### src/rtl/alu_seq.sv
// alu_seq: operand-fetch / writeback sequencer in front of an 8-bit combinational ALU.
// Commands walk IDLE -> EXEC -> WB. Operands come from a 4-entry register file or an immediate.
// In EXEC the ALU output is captured. WB commits the register file write and the z/n flags.
// Optional feature macro: ALU_SEQ_BYPASS_EN. When defined, a new command can be accepted in WB,
// and WB results are forwarded to the new command's source operands.
module alu_seq #(
    parameter int DATA_W = 8
) (
    input  logic              clk,
    input  logic              rst_n,
    input  logic              cmd_valid,
    output logic              cmd_ready,
    input  logic [2:0]        cmd_op,
    input  logic [1:0]        cmd_srca,
    input  logic [1:0]        cmd_srcb,
    input  logic              cmd_imm_en,
    input  logic [DATA_W-1:0] cmd_imm,
    input  logic [1:0]        cmd_dst,
    input  logic              ld_valid,
    input  logic [1:0]        ld_addr,
    input  logic [DATA_W-1:0] ld_data,
    output logic [DATA_W-1:0] alu_a,
    output logic [DATA_W-1:0] alu_b,
    output logic [2:0]        alu_mode,
    input  logic [DATA_W-1:0] alu_out,
    output logic              wr_valid,
    output logic [1:0]        wr_dst,
    output logic [DATA_W-1:0] wr_data,
    output logic              flag_z,
    output logic              flag_n
);

    typedef enum logic [1:0] {IDLE, EXEC, WB} state_e;

    state_e                  state_q, state_d;
    logic [3:0][DATA_W-1:0]  rf_q, rf_d;
    logic [DATA_W-1:0]       a_q, a_d, b_q, b_d, res_q, res_d;
    logic [2:0]              mode_q, mode_d;
    logic [1:0]              dst_q, dst_d;
    logic                    fz_q, fz_d, fn_q, fn_d;
    logic                    accept;
    logic [DATA_W-1:0]       src_a, src_b;

    // Ready decode (state only) and operand selection, reading the pre-edge register file
    always_comb begin
`ifdef ALU_SEQ_BYPASS_EN
        cmd_ready = (state_q == IDLE) || (state_q == WB);
`else
        cmd_ready = (state_q == IDLE);
`endif
        accept = cmd_valid && cmd_ready;
        src_a  = rf_q[cmd_srca];
        src_b  = cmd_imm_en ? cmd_imm : rf_q[cmd_srcb];
`ifdef ALU_SEQ_BYPASS_EN
        // The WB result is not in rf yet, so forward it. An immediate B operand is never forwarded.
        if (state_q == WB && cmd_srca == dst_q)
            src_a = res_q;
        if (state_q == WB && !cmd_imm_en && cmd_srcb == dst_q)
            src_b = res_q;
`endif
    end

    // Next-state, operand latch, result capture, register file and flag updates
    always_comb begin
        state_d = state_q;
        rf_d    = rf_q;
        a_d     = a_q;
        b_d     = b_q;
        mode_d  = mode_q;
        dst_d   = dst_q;
        res_d   = res_q;
        fz_d    = fz_q;
        fn_d    = fn_q;

        // Direct loads land first so that a same-edge WB write to the same index overrides them
        if (ld_valid)
            rf_d[ld_addr] = ld_data;

        case (state_q)
            IDLE: ;
            EXEC: begin
                res_d   = alu_out;
                state_d = WB;
            end
            WB: begin
                rf_d[dst_q] = res_q;
                fz_d        = (res_q == '0);
                fn_d        = res_q[DATA_W-1];
                state_d     = IDLE;
            end
            default: state_d = IDLE;
        endcase

        // Accept is only possible in IDLE, or in WB when bypass is enabled
        if (accept) begin
            a_d     = src_a;
            b_d     = src_b;
            mode_d  = cmd_op;
            dst_d   = cmd_dst;
            state_d = EXEC;
        end
    end

    // State and datapath registers; reset discards any in-flight command
    always_ff @(posedge clk or negedge rst_n) begin
        if (!rst_n) begin
            state_q <= IDLE;
            rf_q    <= '0;
            a_q     <= '0;
            b_q     <= '0;
            mode_q  <= '0;
            dst_q   <= '0;
            res_q   <= '0;
            fz_q    <= 1'b0;
            fn_q    <= 1'b0;
        end else begin
            state_q <= state_d;
            rf_q    <= rf_d;
            a_q     <= a_d;
            b_q     <= b_d;
            mode_q  <= mode_d;
            dst_q   <= dst_d;
            res_q   <= res_d;
            fz_q    <= fz_d;
            fn_q    <= fn_d;
        end
    end

    assign alu_a    = a_q;
    assign alu_b    = b_q;
    assign alu_mode = mode_q;
    assign wr_valid = (state_q == WB);
    assign wr_dst   = dst_q;
    assign wr_data  = res_q;
    assign flag_z   = fz_q;
    assign flag_n   = fn_q;

endmodule
### config.mk
export PLATFORM = sky130hd
export DESIGN_NAME = alu_seq
export DESIGN_NICKNAME = d
export VERILOG_FILES = /design/src/rtl/alu_seq.sv
export SDC_FILE = /design/constraint.sdc
export NUM_CORES = 1
export LEC_CHECK = 0
export ABC_AREA = 1
export CORE_ASPECT_RATIO = 0.5
export CORE_MARGIN = 1.5
export CORE_UTILIZATION = 48
export CTS_CLUSTER_SIZE = 24
export DETAILED_ROUTE_END_ITERATION = 6
export PLACE_DENSITY = 0.75
export SLEW_MARGIN = 20
export SYNTH_ARGS = -nofsm -noshare
export SYNTH_HDL_FRONTEND = slang
export SYNTH_SLANG_ARGS = --single-unit
### constraint.sdc
create_clock -name clk -period 1.5 [get_ports clk]
set_input_delay 0.15 -clock clk [delete_from_list [all_inputs] [get_ports clk]]
set_output_delay 0.15 -clock clk [all_outputs]
set_load 0.03 [all_outputs]
==> impl_metrics.prom <==
# TYPE chip_impl_metric gauge
chip_impl_metric{name="drv_slew",unit=""} 0
chip_impl_metric{name="wire_per_inst",unit="um"} 14.2
chip_impl_info{name="critical-path-slowest-cell",value="dfrtp_1"} 1
chip_impl_metric{name="synth-compound-area-share",unit="%"} 8.62
chip_impl_info{name="most_common_cell_after_layout_fill_and_taps_aside",value="nand2_1"} 1
chip_impl_metric{name="overall_routed_net_length",unit="um"} 9860
chip_impl_metric{name="post_layout_instance_area",unit="um2"} 4800
chip_impl_metric{name="floorplan.die.height",unit="um"} 64.2
chip_impl_metric{name="first_global_vias",unit=""} 3170
chip_impl_metric{name="fmax",unit="MHz"} 695
chip_impl_metric{name="power_switching",unit="mW"} 3.09
chip_impl_metric{name="power_frac_clock",unit="%"} 27.5
chip_impl_metric{name="detail_route.iter0.violations",unit=""} 245
chip_impl_metric{name="clk_pin_slew_worst_paths",unit="ns"} 0.05
chip_impl_metric{name="timing.final.setup_violations",unit=""} 0
chip_impl_metric{name="overall_die_area",unit="um2"} 8060
chip_impl_metric{name="die_w",unit="um"} 125
chip_impl_info{name="synth_top_family_by_area",value="simple AND/OR/NAND/NOR gates"} 1
chip_impl_info{name="synth.top_cells.by_area",value="dfrtp_1 45%, nand2_1 25%, nand3_1 6.8%, inv_1 6.2%, o211ai_1 5.0%"} 1
chip_impl_metric{name="tritoncts.num_buffers",unit=""} 9
chip_impl_metric{name="maximum_fanout_count_along_the_critical_path",unit=""} 3
chip_impl_metric{name="grt_antenna_before_repair",unit=""} 0
chip_impl_metric{name="post_synth_inst_count",unit=""} 508
chip_impl_metric{name="port-buffer-count",unit=""} 72
chip_impl_info{name="grt_setup_unrepaired",value="no"} 1
chip_impl_metric{name="cts_setup_buffers",unit=""} 0
chip_impl_info{name="crit_family",value="flip-flops"} 1
chip_impl_info{name="tritoncts",value="built"} 1
chip_impl_info{name="critical_path.endpoint_type",value="primary output"} 1
chip_impl_info{name="criticalPathCategory",value="reg2out"} 1
chip_impl_info{name="final_cell_mix",value="238 x nand2_1, 65 x dfrtp_1, 59 x inv_1"} 1
chip_impl_metric{name="clock_sink_count",unit=""} 65
chip_impl_metric{name="yosys_warnings",unit=""} 0
chip_impl_metric{name="worst_pin_slew",unit="ns"} 0.410
chip_impl_metric{name="htree_levels",unit=""} 3
chip_impl_metric{name="critPathMaxStageDelay",unit="ns"} 0.41
chip_impl_metric{name="timing.critical_path.arrival",unit="ns"} 1.29
chip_impl_metric{name="drc",unit=""} 0
chip_impl_metric{name="ir_worst_vdd",unit="mV"} 0.856
chip_impl_metric{name="synth_adder_area_share",unit="%"} 0
chip_impl_metric{name="grt_use_total",unit="%"} 26.6
chip_impl_metric{name="postSynthNetCount",unit=""} 548
chip_impl_metric{name="finalHoldViolCount",unit=""} 0
chip_impl_metric{name="total_nets_final",unit=""} 635
chip_impl_info{name="hold_path_class",value="in2reg"} 1
chip_impl_metric{name="floorplan.core_area",unit="um2"} 7290
chip_impl_metric{name="drive_gt1_share",unit="%"} 10.3
chip_impl_metric{name="timing.max_cap.violations",unit=""} 0
chip_impl_metric{name="clk-insertion-delay-late",unit="ns"} 0.34
chip_impl_metric{name="place.detailed.hpwl",unit="um"} 7570
chip_impl_metric{name="global_route.overflow_total",unit=""} 0
chip_impl_metric{name="mappedNetlistArea",unit="um2"} 3600
chip_impl_metric{name="worst_slack",unit="ns"} 0.0614
chip_impl_metric{name="buffer_depth_of_the_longest_clock_path",unit=""} 2
chip_impl_info{name="result_of_the_run",value="finished clean"} 1
chip_impl_info{name="synth.largest_area_cell",value="dfrtp_1"} 1
chip_impl_metric{name="antennaDiodeCount",unit=""} 0
chip_impl_metric{name="placed_cell_area",unit="um2"} 4530
chip_impl_metric{name="final.setup_skew",unit="ns"} 0.00559
chip_impl_metric{name="grt_start_max_net_pins",unit=""} 66
chip_impl_metric{name="drt-pass1-iter-count",unit=""} 5
chip_impl_metric{name="xor_xnor_fraction_of_synth_area",unit="%"} 0
chip_impl_metric{name="design.portCount",unit=""} 73
chip_impl_metric{name="critical_path_required",unit="ns"} 1.35
chip_impl_metric{name="post-route-period-util",unit="%"} 95.9
chip_impl_metric{name="netlist-cell-type-count",unit=""} 20
chip_impl_info{name="clock-root-buffer",value="clkbuf_16"} 1
chip_impl_metric{name="nFillCells",unit=""} 662
chip_impl_metric{name="final_period_minus_worst_setup_slack",unit="ns"} 1.44
chip_impl_metric{name="area.growth.synth_to_final",unit="%"} 33.5
chip_impl_metric{name="power.share.combinational",unit="%"} 36.2
chip_impl_metric{name="p_int",unit="mW"} 4.73
chip_impl_metric{name="grt_first_pass_wirelength",unit="um"} 16300
chip_impl_metric{name="p_total",unit="mW"} 7.81
chip_impl_metric{name="post_synth_mux_area_share",unit="%"} 0
chip_impl_info{name="critical_path.cell_chain",value="nor2_2 > clkdlybuf4s15_1"} 1
chip_impl_metric{name="cp_buf_inv_count",unit=""} 1
chip_impl_metric{name="pre_cts_slack",unit="ns"} 0.0360
chip_impl_metric{name="synth_sequential_area_ratio",unit="%"} 45.2
chip_impl_metric{name="setup_total_negative_slack",unit="ns"} 0
chip_impl_metric{name="max-slew-margin-rel",unit="%"} 72.6
chip_impl_metric{name="finalHoldWorstSlack",unit="ns"} 0.350
chip_impl_metric{name="static-leakage-power",unit="nW"} 2.57
chip_impl_metric{name="postSynthAreaPerCell",unit="um2"} 7.08
chip_impl_metric{name="antenna_left",unit=""} 0
chip_impl_metric{name="initial_utilization",unit="%"} 49.3
chip_impl_metric{name="drt-vias-per-instance",unit=""} 4.98
chip_impl_metric{name="postSynthRegisterBits",unit=""} 65
chip_impl_metric{name="seq_power_share",unit="%"} 36.3
chip_impl_metric{name="post-synth-top-area-fraction",unit="%"} 45.2
chip_impl_metric{name="synthSimpleGateAreaFrac",unit="%"} 36.7
chip_impl_metric{name="switching_share_of_power",unit="%"} 39.5
chip_impl_metric{name="placementRows",unit=""} 22
chip_impl_metric{name="vias",unit=""} 3465
chip_impl_info{name="timing.critical_path.from_type",value="flop"} 1
chip_impl_metric{name="power_density",unit="nW/um2"} 1630
chip_impl_metric{name="globalplace.congestion",unit=""} 0.917
## Yosys cell counts
library cell	number
nand2_1	238
dfrtp_1	65
inv_1	59
nand3_1	49
o211ai_1	24
nor2_1	17
o21ai_0	12
buf_2	9
o21ai_2	8
clkbuf_1	4
nand3_2	4
buf_4	3
clkinv_2	3
inv_2	3
nand2_2	2
nand4_1	2
nor2_2	2
nor2_4	2
buf_6	1
nand3_4	1
## registers in the layout, summed over array words and instances (netlist names)
name	count
alu_a	8
alu_b	8
alu_mode	3
flag_n	1
flag_z	1
rf_q	32
state_q	2
wr_data	8
wr_dst	2
## cells by family after synthesis
kind of cell / Yosys count
and+or+nand+nor: 317
buffers and inverters: 82
DFF: 65
AOI/OAI and AO/OA: 44
## worst paths after layout
| kind | startpoint | to | slack [ns] | cells past startpoint |
|---|---|---|---|---|
| max | state_q[1] | cmd_ready | 0.06 | 2 |
| min | cmd_op[2] | alu_mode[2] | 0.35 | 3 |
| max reg2reg | state_q[0] | rf_q[10] | 0.15 | 5 |
| min reg2reg | alu_b[2] | alu_b[2] | 0.47 | 2 |
| max in group asynchronous | rst_n | rf_q[2] | 0.86 | 3 |
| min in group asynchronous | rst_n | alu_mode[2] | 0.36 | 3 |
## power groups by stage
stage / sequential (mW) / combinational [mW] / clock, mW
floorplan: 3.21 / 1.30 / 0
global placement: 2.83 / 2.95 / 0
detailed placement: 2.84 / 3.00 / 0
CTS: 2.80 / 2.83 / 2.18
global route: 2.88 / 3.14 / 2.26
finish: 2.84 / 2.83 / 2.15
## metrics by stage
step                cells  utilization, %
finish                696            65.9
global route          696            65.9
CTS                   696            65.8
detailed placement    679            62.0
global placement      679            62.0
floorplan             508               -
## per-layer routing
metal  track usage, %  vias up  share of wire, %
li1                 -     1761                 -
met1             39.7     1557                49
met2             35.2      136                39
met3             10.1       11                10
met4             7.24        0              0.93
met5                0        -                 0
## final cells by class
class / count / area (um2) / share of cell area [%]
Clock buffer: 12 / 256 / 5.34
Clock inverter: 4 / 51.3 / 1.07
Inverter: 65 / 248 / 5.16
Multi-Input combinational cell: 361 / 1630 / 33.9
Sequential cell: 65 / 1630 / 33.9
Tap cell: 96 / 120 / 2.50
Timing Repair Buffer: 93 / 872 / 18.2
## worst min-delay path, cell delays in order
cell and delay, ns:
clkdlybuf4s50_1 0.39, nand2_1 0.06, nand2_1 0.04
## timing repair
action                                  CTS  global route
resized for setup                        32             1
hold buffers                              1             0
endpoints found under the hold margin    65             0
endpoints found under the setup margin   32             1
Power figures use the tool's default switching activity.
